## src/rtl/instr_adder_pkg.sv

```systemverilog
// Shared constants for the instrumented Sklansky adder wrapper: operand width,
// register select codes, LA3 control bit positions and mask reset values.
package instr_adder_pkg;

   localparam int WIDTH = 32;

   localparam logic [2:0] SEL_A    = 3'd0;
   localparam logic [2:0] SEL_B    = 3'd1;
   localparam logic [2:0] SEL_EXT  = 3'd2;
   localparam logic [2:0] SEL_RING = 3'd3;
   localparam logic [2:0] SEL_SOUT = 3'd4;

   localparam int CTL_SEL_LSB = 32'sd0;
   localparam int CTL_SEL_MSB = 32'sd2;
   localparam int CTL_WR      = 32'sd3;
   localparam int CTL_RUN     = 32'sd4;
   localparam int CTL_CLR     = 32'sd5;

   localparam logic [WIDTH-1:0] EXT_B_RST  = {WIDTH{1'b0}};
   localparam logic [WIDTH-1:0] RING_B_RST = {WIDTH{1'b1}};
   localparam logic [WIDTH-1:0] SOUT_B_RST = {WIDTH{1'b1}};

   // Ring bits take the inverted chain, otherwise an enabled external bit, else 0.
   function automatic logic [WIDTH-1:0] effective_a(
      input logic [WIDTH-1:0] a,
      input logic [WIDTH-1:0] ext_b,
      input logic [WIDTH-1:0] ring_b,
      input logic             chain
   );
      return (~ring_b & {WIDTH{~chain}}) | (ring_b & ~ext_b & a);
   endfunction

endpackage

```

## src/rtl/instrumented_adder_sklansky_wrapper_adder.sv

```systemverilog
// Combinational Sklansky parallel-prefix adder, carry-in 0.
module adder_sklansky #(
   parameter int WIDTH = 32
) (
   input  logic [WIDTH-1:0] a,
   input  logic [WIDTH-1:0] b,
   output logic [WIDTH-1:0] sum,
   output logic             carry
);

   localparam int LEVELS = $clog2(WIDTH);

   // Prefix tree: at level l every bit with index bit l set merges the last bit of the lower half-block.
   always_comb begin
      logic [WIDTH-1:0] g_v [0:LEVELS];
      logic [WIDTH-1:0] p_v [0:LEVELS];
      logic [WIDTH-1:0] hs_v;
      int               j_v;
      j_v    = 32'sd0;
      hs_v   = a ^ b;
      g_v[0] = a & b;
      p_v[0] = hs_v;
      for (int l = 32'sd0; l < LEVELS; l++) begin
         for (int i = 32'sd0; i < WIDTH; i++) begin
            if (((i >> l) & 32'sd1) == 32'sd1) begin
               j_v          = ((i >> l) << l) - 32'sd1;
               g_v[l+1][i]  = g_v[l][i] | (p_v[l][i] & g_v[l][j_v]);
               p_v[l+1][i]  = p_v[l][i] & p_v[l][j_v];
            end else begin
               g_v[l+1][i]  = g_v[l][i];
               p_v[l+1][i]  = p_v[l][i];
            end
         end
      end
      sum   = hs_v ^ {g_v[LEVELS][WIDTH-2:0], 1'b0};
      carry = g_v[LEVELS][WIDTH-1];
   end

endmodule

```

## src/rtl/instrumented_adder_sklansky_wrapper.sv

```systemverilog
// User-project wrapper: LA-programmed operand/mask registers, Sklansky adder,
// chain-bit ring, toggle counter and active-gated outputs.
module instrumented_adder_sklansky_wrapper
   import instr_adder_pkg::*;
#(
   parameter int IO_PADS   = 38,
   parameter int CHAIN_PAD = 8
) (
   input  logic               wb_clk_i,
   input  logic               wb_rst_i,
   input  logic               active,
   input  logic [IO_PADS-1:0] io_in,
   output logic [IO_PADS-1:0] io_out,
   output logic [IO_PADS-1:0] io_oeb,
   input  logic [WIDTH-1:0]   la1_data_in,
   output logic [WIDTH-1:0]   la1_data_out,
   input  logic [WIDTH-1:0]   la1_oenb,
   input  logic [WIDTH-1:0]   la2_data_in,
   output logic [WIDTH-1:0]   la2_data_out,
   input  logic [WIDTH-1:0]   la2_oenb,
   input  logic [WIDTH-1:0]   la3_data_in,
   output logic [WIDTH-1:0]   la3_data_out,
   input  logic [WIDTH-1:0]   la3_oenb
);

   logic [WIDTH-1:0] a_input_r, b_input_r, ext_b_r, ring_b_r, sout_b_r;
   logic [WIDTH-1:0] sum_r, counter_r;
   logic             carry_r, chain_d_r, wr_prev_r;
   logic [2:0]       sel_s;
   logic             wr_s, run_s, clr_s, wr_pulse_s;
   logic [WIDTH-1:0] a_eff_s, sum_s;
   logic             carry_s;
   logic             chain_out;
   logic             unused_s;

   assign sel_s      = la3_data_in[CTL_SEL_MSB:CTL_SEL_LSB];
   assign wr_s       = la3_data_in[CTL_WR];
   assign run_s      = la3_data_in[CTL_RUN];
   assign clr_s      = la3_data_in[CTL_CLR];
   assign wr_pulse_s = wr_s & ~wr_prev_r;
   assign unused_s   = ^{io_in, la1_oenb, la2_data_in, la2_oenb, la3_oenb,
                         la3_data_in[WIDTH-1:CTL_CLR+1]};

   assign a_eff_s   = effective_a(a_input_r, ext_b_r, ring_b_r, chain_out);
   assign chain_out = ^(sum_r & ~sout_b_r);

   adder_sklansky #(.WIDTH(WIDTH)) u_adder (
      .a     (a_eff_s),
      .b     (b_input_r),
      .sum   (sum_s),
      .carry (carry_s)
   );

   // Register file writes on the first cycle wr is seen high.
   always_ff @(posedge wb_clk_i or posedge wb_rst_i) begin
      if (wb_rst_i) begin
         wr_prev_r <= 1'b0;
         a_input_r <= {WIDTH{1'b0}};
         b_input_r <= {WIDTH{1'b0}};
         ext_b_r   <= EXT_B_RST;
         ring_b_r  <= RING_B_RST;
         sout_b_r  <= SOUT_B_RST;
      end else begin
         wr_prev_r <= wr_s;
         if (wr_pulse_s) begin
            case (sel_s)
               SEL_A:    a_input_r <= la1_data_in;
               SEL_B:    b_input_r <= la1_data_in;
               SEL_EXT:  ext_b_r   <= la1_data_in;
               SEL_RING: ring_b_r  <= la1_data_in;
               SEL_SOUT: sout_b_r  <= la1_data_in;
               default:  ;
            endcase
         end
      end
   end

   // Sum capture and chain toggle counter; clr beats run.
   always_ff @(posedge wb_clk_i or posedge wb_rst_i) begin
      if (wb_rst_i) begin
         sum_r     <= {WIDTH{1'b0}};
         carry_r   <= 1'b0;
         chain_d_r <= 1'b0;
         counter_r <= {WIDTH{1'b0}};
      end else begin
         sum_r     <= sum_s;
         carry_r   <= carry_s;
         chain_d_r <= chain_out;
         if (clr_s) begin
            counter_r <= {WIDTH{1'b0}};
         end else if (run_s && (chain_out != chain_d_r)) begin
            counter_r <= counter_r + {{(WIDTH-1){1'b0}}, 1'b1};
         end
      end
   end

   // Output gating: quiet pads and LA lines whenever the block is deselected.
   always_comb begin
      io_out       = {IO_PADS{1'b0}};
      io_oeb       = {IO_PADS{1'b1}};
      la1_data_out = {WIDTH{1'b0}};
      la2_data_out = {WIDTH{1'b0}};
      la3_data_out = {WIDTH{1'b0}};
      if (active) begin
         io_out[CHAIN_PAD] = chain_out;
         io_oeb[CHAIN_PAD] = 1'b0;
         la1_data_out      = sum_r;
         la2_data_out      = counter_r;
         la3_data_out      = {{(WIDTH-3){1'b0}}, run_s, carry_r, chain_out};
      end else begin
         io_out[CHAIN_PAD] = 1'b0;
         io_oeb[CHAIN_PAD] = 1'b1;
      end
   end

endmodule

```

## config.mk

```make
export PLATFORM = sky130hd
export DESIGN_NAME = instrumented_adder_sklansky_wrapper
export DESIGN_NICKNAME = d
export VERILOG_FILES = /design/src/rtl/instr_adder_pkg.sv /design/src/rtl/instrumented_adder_sklansky_wrapper_adder.sv /design/src/rtl/instrumented_adder_sklansky_wrapper.sv
export SDC_FILE = /design/constraint.sdc
export NUM_CORES = 1
export LEC_CHECK = 0
export CAP_MARGIN = 0
export CORE_AREA = 2 2 176 178
export DETAILED_ROUTE_END_ITERATION = 8
export DIE_AREA = 0 0 178 180
export PLACE_DENSITY = 0.71
export RECOVER_POWER = 25
export SYNTH_ARGS = -nofsm -noshare
export SYNTH_HDL_FRONTEND = slang
export SYNTH_SLANG_ARGS = --single-unit
```

## constraint.sdc

```tcl
create_clock -name wb_clk_i -period 10.36 [get_ports wb_clk_i]
set_input_delay 3.108 -clock wb_clk_i [delete_from_list [all_inputs] [get_ports wb_clk_i]]
set_output_delay 3.108 -clock wb_clk_i [all_outputs]
set_load 0.01 [all_outputs]
```

* After elaboration in Yosys (flattened, before gate mapping)
Cells that the tools add are included.
** Cells by class
- Equal/unequal tests :: 5
- Bitwise operators :: 223
- Add/sub/neg operators :: 1
- Reduce and logical (&&, ||, !) cells :: 9
- Multiplexer cells :: 7
** Operators with widths (number)
- 32-bit bitwise AND :: 5
- 1-bit bitwise AND :: 130
- 32-bit 2-to-1 mux :: 4
- 32-bit NOT :: 3
- 1-bit OR :: 80
- 32-bit XOR :: 2
- 32-bit by 1-bit adder with 32-bit output (second input constant) :: 1
- 32-bit OR :: 1
- 32-bit parity :: 1
- 2-bit AND reduction :: 5
- 3-bit by 2-bit == test with 1-bit output (second input constant) :: 2
- 3-bit by 1-bit == test with 1-bit output (second input constant) :: 1
- 3-bit == test (second input constant) :: 1
- 3-bit zero test :: 1
- 3-bit 2-to-1 mux :: 1
- 1-bit 2-to-1 mux :: 2
- 1-bit NOT :: 2
- 2-bit nonzero test :: 1
- 1-bit logical AND :: 1
- 1-bit != test :: 1
** Storage, ports and cells
- Register bits after elaboration :: 227
- Logic and storage cells :: 255
- Input bits :: 233
- Output and inout bits :: 172

* Longest topological paths before layout
Gate-level depths: netlist of the first run.
- Depth in word-level cells :: 18
- Gate-level depth with buffers :: 20
- Mapped depth without buffers :: 19

* Modules after synthesis
Synthesis of the first run repeated with hierarchy kept, for this count alone.
** Second synthesis, totals
- Cells, all modules :: 1059
- Area, all modules :: 12164.2 sq um
** By module, submodules not included
- instrumented_adder_sklansky_wrapper :: cells each 885, sequential area each 5760.5 sq um, area each 10799.1 sq um, times used 1
- adder_sklansky :: cells each 174, sequential area each 0.0 sq um, area each 1365.1 sq um, times used 1

* Worst setup path before layout of the first run
Ideal clock, no wire load.
- Kind :: input -> output
- Start :: input port active
- End :: output port la1_data_out[17]
- Data arrival time :: 3714 ps
- Cell stages on the path :: 3
- Buffers on the path :: 2
- Required time :: 7252 ps
- Setup slack :: 3538 ps
- Cells stage by stage :: buf_1 -> clkbuf_1 -> and2_1
** Between the ends
- Word-level cells in the longest chain between the ends :: 1
** RTL lines
- start: declaration :: line instrumented_adder_sklansky_wrapper.sv:11 : input logic active,
- 32-bit 2-to-1 mux :: line instrumented_adder_sklansky_wrapper.sv:104 : if (active) begin
- end: declaration :: line instrumented_adder_sklansky_wrapper.sv:16 : output logic [WIDTH-1:0] la1_data_out,
No other way between the ends.

* Worst setup path in the final report of the first run
- Start :: input port active
- End :: output port la2_data_out[6]
** Between the ends
- Word-level cells in the longest chain between the ends :: 1
** RTL lines
- 32-bit 2-to-1 mux :: line instrumented_adder_sklansky_wrapper.sv:104
- end: declaration :: line instrumented_adder_sklansky_wrapper.sv:19 : output logic [WIDTH-1:0] la2_data_out,
No other way between the ends.

==> results of run 1 <==
-- sequential cells by signal (all words and copies together) (netlist names), 32 cells and up --
signal / flops
a_input_r: 32
b_input_r: 32
counter_r: 32
ext_b_r: 32
ring_b_r: 32
sout_b_r: 32
sum_r: 32
-- worst paths after layout --
| kind | from | end | depth (start not counted) |
|---|---|---|---|
| setup / recovery | active | la2_data_out[6] | 5 |
| hold / removal | ext_b_r[5] | ext_b_r[5] | 1 |
| setup reg to reg | sout_b_r[22] | carry_r | 18 |
| hold reg to reg | ext_b_r[5] | ext_b_r[5] | 1 |
| max in group asynchronous | wb_rst_i | a_input_r[31] | 3 |
| min in group asynchronous | wb_rst_i | a_input_r[22] | 2 |
-- cell type report --
type,instances,share of cell area
sequential,227,0.4153
timing repair buffer,119,0.08317
clock buffer,33,0.05015
clock inverter,12,0.01037
multi-input combinational,737,0.3995
tap,396,0.03572
inverter,21,0.005773
-- Yosys cell counts, types with 11 or more instances --
cell type  count  area share
mux2_2       156        0.15
buf_4        104       0.066
xnor2_1       67       0.049
nand3b_1      34       0.021
nor2_1        52       0.016
xor2_1        16       0.012
a21oi_1       11      0.0046
nand3_1       11      0.0046
o21ai_0       40       0.017
inv_1         21      0.0066
nor2b_1       26       0.014
a21o_1        14      0.0088
and2_1        67       0.035
dfstp_2       64        0.14
clkbuf_1      26      0.0082
nand2_1       19      0.0060
dfrtp_1      163        0.34
ha_1          32       0.034
nor3_1        12      0.0050
-- kinds of logic (layout without fill, tap and decap cells) --
family | count (synthesis) | after routing | synth area share
compound gates | 84 | 84 | 0.04248
mux | 157 | 157 | 0.1485
flops | 227 | 227 | 0.4841
fa+ha+maj | 37 | 37 | 0.04206
buf+inv | 158 | 185 | 0.08285
other cells | 2 | 103 | 0.0006311
simple gates | 271 | 271 | 0.1351
xor+xnor | 85 | 85 | 0.06435
-- through the flow --
step	hold slack, ns	instance area, sq um	setup slack (ns)	utilization	instances
3_5_place_dp	0.4869	13060	2.435	0.4326	1500
3_3_place_gp	0.4798	13060	2.411	0.4326	1500
6_report	0.4955	13870	2.508	0.4595	1545
5_1_grt	0.5004	13870	2.353	0.4595	1545
4_1_cts	0.4988	13900	2.432	0.4604	1545
2_1_floorplan	0.4714	12280	1.138	-	1122
-- metal layers --
metal  track usage  part of all wire
met1        0.2115              0.46
met2        0.2580              0.47
met3       0.02200             0.045
met4       0.04459             0.026
met5             0           0.00057
==> results.yml, run 1 <==
status:
  status: "finished, violations left"
  violations: "max-capacitance violations, max-slew violations"
sta:
  finalSetupViolations: 0
  finalMaxSlewViolations: 166
  slew-limit-headroom: -1.811
  period_share: 0.7579
  fin_crit_ns: 7.852
  setup_tns_ns: 0
  worst_pin_slew_ns: 4.194
  fmax_ghz: 0.1274
  grt_setup_unrepaired: "no"
  finalHoldViolCount: 0
  clock_skew_ns: 0.01552
detailed_routing:
  vias_per_cell: 4.790
  drtAntennaViolNets: 0
  vias: 7400
  routedWlPerCell_microns: 16.01
  wirelength_microns: 24730
  drtIter0Drc: 370
  drc_errors: 0
  drt-pass1-iter-count: 4
clock_tree:
  cts_made_buffers: 25
  ctsHoldBuffers: 0
  clk_latency_ns: 0.53
  ctsResizeCount: 0
  cts_setup_buffers: 0
  h-tree-depth: 1
  cts.sinks: 227
  cts_root_buffer: "clkbuf_16"
  path_clk_slew_ns: 0.05
  cts_tree: "done"
  clk_path_buf_depth: 3
worst_setup_path:
  cp.arrival_ns: 4.74
  path_max_fanout: 42
  rrSetupSlack_ns: 4.26
  cp-end-kind: "primary output"
  worstPathCellList: "buf_2 -> buf_4 -> inv_1 -> nor2_1 -> clkdlybuf4s50_1"
  crit_buf_inv: 4
  required_ns: 7.25
  crit_family: "buffers and inverters"
  critPathKind: "in -> out"
  cpPeakStageDelay_ns: 0.54
  cp_slowest_cell: "clkdlybuf4s50_1"
  start_kind: "primary input"
synth:
  synth_cell_type_count: 47
  seq_area_frac_synth: 0.4841
  synth_cells: 1021
  synth_seq_cells: 227
  ys.flop_type: "dfrtp_1"
  syn_area_sq_um: 11900
  synth_edf_count: 0
  avgSynthCellArea_sq_um: 11.66
  synthArstFlopShare: 1.000
  ys.warnings.count: 0
worst_hold_path:
  hold_class: "reg -> reg"
placement:
  hpwl_microns: 16850
  globalplace.congestion: 0.7893
  port_buffers: 109
finish:
  area_growth_pct: 16.56
  antenna_cells: 0
  most-common-layout-cells: "dfrtp_1, mux2_2, conb_1, clkdlybuf4s50_1, xnor2_1"
  layout_commonest_cell: "dfrtp_1"
  drive_gt1_frac: 0.2446
  fillCellCount: 2717
  seqCellArea_sq_um: 5761
  nets: 1401
  multi_input_area_sq_um: 5542
grt:
  antenna_found_initial: 2
  grt_overflow: 0
  track_usage: 0.1556
  grt_pass1_wl_microns: 39720
  first_global_vias: 7521
  grt_max_degree: 99
floorplanning:
  die_w_microns: 178
  die-height_microns: 180
  num_io_pins: 405
  start_util: 0.3942
  core_sq_um: 30190
  die-area_sq_um: 32040
  std_cell_rows: 64
job:
  maxCapViolations: 3
Power of run 1 is left out: the tool's default activity adds up to more than one toggle a clock period on the data nets, which glitch-free logic cannot reach.
==> run 2: changes to the inputs <==
==> constraint.sdc (replaced) <==
create_clock -name wb_clk_i -period 7.69 [get_ports wb_clk_i]
set_input_delay 2.307 -clock wb_clk_i [delete_from_list [all_inputs] [get_ports wb_clk_i]]
set_output_delay 2.307 -clock wb_clk_i [all_outputs]
set_load 0.01 [all_outputs]
==> results.yml, run 2 (synthesized netlist as in run 1, its figures left out) <==
worst_setup_path:
  worstPathCellList: "nor2b_2 -> xnor2_1 -> xnor2_1 -> xnor2_1 -> xnor2_2 -> xor2_2 -> clkbuf_1 -> o21ai_0 -> ha_1 -> nor2b_1 -> o2111ai_1 -> a21oi_1 -> o2111ai_1 -> nand3_1 -> a22o_1 -> a211oi_1 -> o21bai_1 -> a21o_1"
  required_ns: 8.11
  cpMostUsedCell: "xnor2_1"
  cp_slowest_cell: "clkbuf_1"
  cp.arrival_ns: 6.39
  cpPeakStageDelay_ns: 1.26
  crit_family: "compound AO/OA/AOI/OAI gates"
  crit_buf_inv: 1
  cp-end-kind: "register"
  start_kind: "register"
  critPathKind: "reg -> reg"
  path_max_fanout: 33
clock_tree:
  cts_tree: "done"
  cts_root_buffer: "clkbuf_16"
  cts_setup_buffers: 0
  ctsHoldBuffers: 0
  h-tree-depth: 1
  path_clk_slew_ns: 0.06
  cts_made_buffers: 25
  clk_latency_ns: 0.54
  clk_path_buf_depth: 3
  ctsResizeCount: 0
  cts.sinks: 227
grt:
  first_global_vias: 7506
  track_usage: 0.1581
  grt_pass1_wl_microns: 40410
  antenna_found_initial: 1
  grt_overflow: 0
  grt_max_degree: 142
floorplanning:
  start_util: 0.3942
  die-height_microns: 180
  die_w_microns: 178
  std_cell_rows: 64
  num_io_pins: 405
  core_sq_um: 30190
  die-area_sq_um: 32040
sta:
  slew-limit-headroom: -1.250
  finalHoldViolCount: 0
  holdWs_ns: 0.4974
  finalSetupViolations: 0
  worst_pin_slew_ns: 3.374
  grt_setup_unrepaired: "no"
  clock_skew_ns: 0.01990
  fmax_ghz: 0.1676
  setup_tns_ns: 0
  fin_crit_ns: 5.968
  period_share: 0.7761
  finalMaxSlewViolations: 176
finish:
  most-common-layout-cells: "dfrtp_1, mux2_2, clkdlybuf4s50_1, conb_1"
  drive_gt1_frac: 0.2456
  layout_commonest_cell: "dfrtp_1"
  area_growth_pct: 16.52
  antenna_cells: 0
  fin_area_sq_um: 13870
  nets: 1401
detailed_routing:
  drc_errors: 0
  drtAntennaViolNets: 0
  routedWlPerCell_microns: 16.26
  wirelength_microns: 25100
  vias: 7407
  vias_per_cell: 4.797
  drt-pass1-iter-count: 4
  drtIter0Drc: 459
placement:
  hpwl_microns: 17070
  globalplace.congestion: 0.7945
  placed_area_sq_um: 13080
  port_buffers: 109
worst_hold_path:
  hold_class: "reg -> reg"
status:
  status: "finished, violations left"
  violations: "max-capacitance violations, max-slew violations"
job:
  maxCapViolations: 2
[run 2: metal layers]
metal,part of all wire,global-route usage,vias up
met5,0.00048,0,-
met4,0.019,0.03148,2
met3,0.045,0.02348,34
met2,0.48,0.2668,190
met1,0.45,0.2161,3689
li1,-,-,3492
[run 2: stage by stage]
| step | cells | util | setup WS, ns |
|---|---|---|---|
| after detailed placement | 1500 | 0.4333 | 1.789 |
| after CTS | 1544 | 0.4600 | 1.788 |
| after global placement | 1500 | 0.4333 | 1.801 |
| after floorplan | 1122 | - | 2.469 |
| after global routing | 1544 | 0.4593 | 1.066 |
| final | 1544 | 0.4593 | 1.722 |
[run 2: area by class of cell]
| class | instances | area [sq um] |
|---|---|---|
| sequential | 227 | 5761 |
| clock buffer | 36 | 726.9 |
| timing repair buffer | 119 | 1167 |
| tap | 396 | 495.5 |
| inverter | 21 | 80.08 |
| multi-input combinational | 737 | 5555 |
| fill | 2741 | 16320 |
| clock inverter | 8 | 80.08 |
[run 2: worst paths after layout]
check / start / to / slack (ns) / cells past startpoint
max: sout_b_r[20] / carry_r / 1.72 / 18
max in group asynchronous: wb_rst_i / ext_b_r[5] / 1.88 / 3
min reg2reg: ext_b_r[9] / ext_b_r[9] / 0.50 / 1
min in group asynchronous: wb_rst_i / sum_r[23] / 2.22 / 2
max reg2reg: sout_b_r[20] / carry_r / 1.72 / 18
min: ext_b_r[9] / ext_b_r[9] / 0.50 / 1
Power of run 2 is left out for the same reason.
==> run 3: changes to the inputs <==
==> constraint.sdc (replaced) <==
create_clock -name wb_clk_i -period 5.5 [get_ports wb_clk_i]
set_input_delay 1.65 -clock wb_clk_i [delete_from_list [all_inputs] [get_ports wb_clk_i]]
set_output_delay 1.65 -clock wb_clk_i [all_outputs]
set_load 0.01 [all_outputs]
==> results.yml, run 3 (synthesized netlist as in run 1, its figures left out) <==
status:
  status: "finished, violations left"
  violations: "max-capacitance violations, max-slew violations"
sta:
  worst_pin_slew_ns: 2.872
  clock_skew_ns: 0.01164
  finalHoldViolCount: 0
  period_share: 0.9567
  fmax_ghz: 0.1901
  grt_setup_unrepaired: "no"
  fin_ws_ns: 0.2382
  fin_crit_ns: 5.262
  finalSetupViolations: 0
  slew-limit-headroom: -0.9144
  setup_tns_ns: 0
  finalMaxSlewViolations: 222
grt:
  grt_overflow: 0
  grt_max_degree: 132
  track_usage: 0.1577
  grt_pass1_wl_microns: 40110
  antenna_found_initial: 1
  first_global_vias: 7460
floorplanning:
  core_sq_um: 30190
  num_io_pins: 405
  die_w_microns: 178
  std_cell_rows: 64
  die-area_sq_um: 32040
  start_util: 0.3942
  die-height_microns: 180
clock_tree:
  cts_tree: "done"
  cts_made_buffers: 25
  clk_path_buf_depth: 3
  ctsHoldBuffers: 0
  cts_setup_buffers: 0
  cts.sinks: 227
  clk_latency_ns: 0.54
  ctsResizeCount: 0
  h-tree-depth: 1
  cts_root_buffer: "clkbuf_16"
  path_clk_slew_ns: 0.06
worst_setup_path:
  rrSetupSlack_ns: 0.56
  path_max_fanout: 13
  cp.arrival_ns: 3.61
  reg2reg_depth: 17
  reg2reg_to: "sum_r[28]"
  required_ns: 3.85
  r2r-start: "sout_b_r[20]"
  start_kind: "register"
  critPathKind: "reg -> out"
  cp-end-kind: "primary output"
detailed_routing:
  wirelength_microns: 25040
  vias: 7386
  vias_per_cell: 4.768
  drc_errors: 0
  routedWlPerCell_microns: 16.17
  drtIter0Drc: 295
  drt-pass1-iter-count: 4
  drtAntennaViolNets: 0
placement:
  placed_area_sq_um: 13090
  port_buffers: 109
  pre_cts_ws_ns: 0.5473
  hpwl_microns: 17100
  dp.cells: 1503
  globalplace.congestion: 0.8014
worst_hold_path:
  holdPathEnd: "ext_b_r[30]"
  min_path_cells: 1
  hold_path.startpoint: "ext_b_r[30]"
  hold_class: "reg -> reg"
finish:
  area_growth_pct: 16.52
  antenna_cells: 0
  fillCellCount: 2728
  fin_area_sq_um: 13870
  drive_gt1_frac: 0.2472
  most-common-layout-cells: "dfrtp_1, mux2_2, clkdlybuf4s50_1, conb_1"
  fin_cells: 1549
  layout_commonest_cell: "dfrtp_1"
  nets: 1404
job:
  maxCapViolations: 3
## run 3: cell type report
cell class | instances | area (sq um) | share of cell area
flip-flops and latches | 227 | 5761 | 0.4154
multi-input cells | 737 | 5555 | 0.4006
repair buffers | 122 | 1174 | 0.08464
clock buffers | 35 | 703.2 | 0.05071
well taps | 396 | 495.5 | 0.03573
clock inverters | 11 | 97.59 | 0.007038
inverters | 21 | 80.08 | 0.005775
## run 3: through the flow
step | util | hold WS (ns)
after global placement | 0.4336 | 0.4809
final | 0.4593 | 0.4985
after CTS | 0.4601 | 0.5013
after global routing | 0.4593 | 0.5153
after detailed placement | 0.4336 | 0.4876
after floorplan | - | 0.4714
## run 3: critical path, stage by stage (launching register included)
cell	delay (ns)
dfstp_2	0.53
nor2b_2	0.04
xnor2_1	0.33
xnor2_1	0.16
xnor2_1	0.30
xnor2_2	0.20
xor2_2	0.67
and2_1	0.28
clkdlybuf4s50_1	0.56
## run 3: worst max path at each step
| stage | start | end | slack, ns | cells after the start |
|---|---|---|---|---|
| global route | sum_r[5] | io_out[8] | 0.01 | 8 |
| global placement | sout_b_r[20] | carry_r | 0.66 | 17 |
| CTS | sout_b_r[20] | io_out[8] | 0.13 | 8 |
| floorplan | wb_rst_i | a_input_r[0] | 0.94 | 1 |
| finish | sout_b_r[20] | io_out[8] | 0.24 | 8 |
| detailed placement | sout_b_r[20] | carry_r | 0.55 | 17 |
## run 3: routing by layer
layer	up-vias	track usage	wire (microns)
met3	45	0.02305	1158
li1	3496	-	-
met5	-	0	13
met1	3640	0.2112	11330
met4	2	0.03508	522
met2	203	0.2695	12010
Power of run 3 is left out for the same reason.
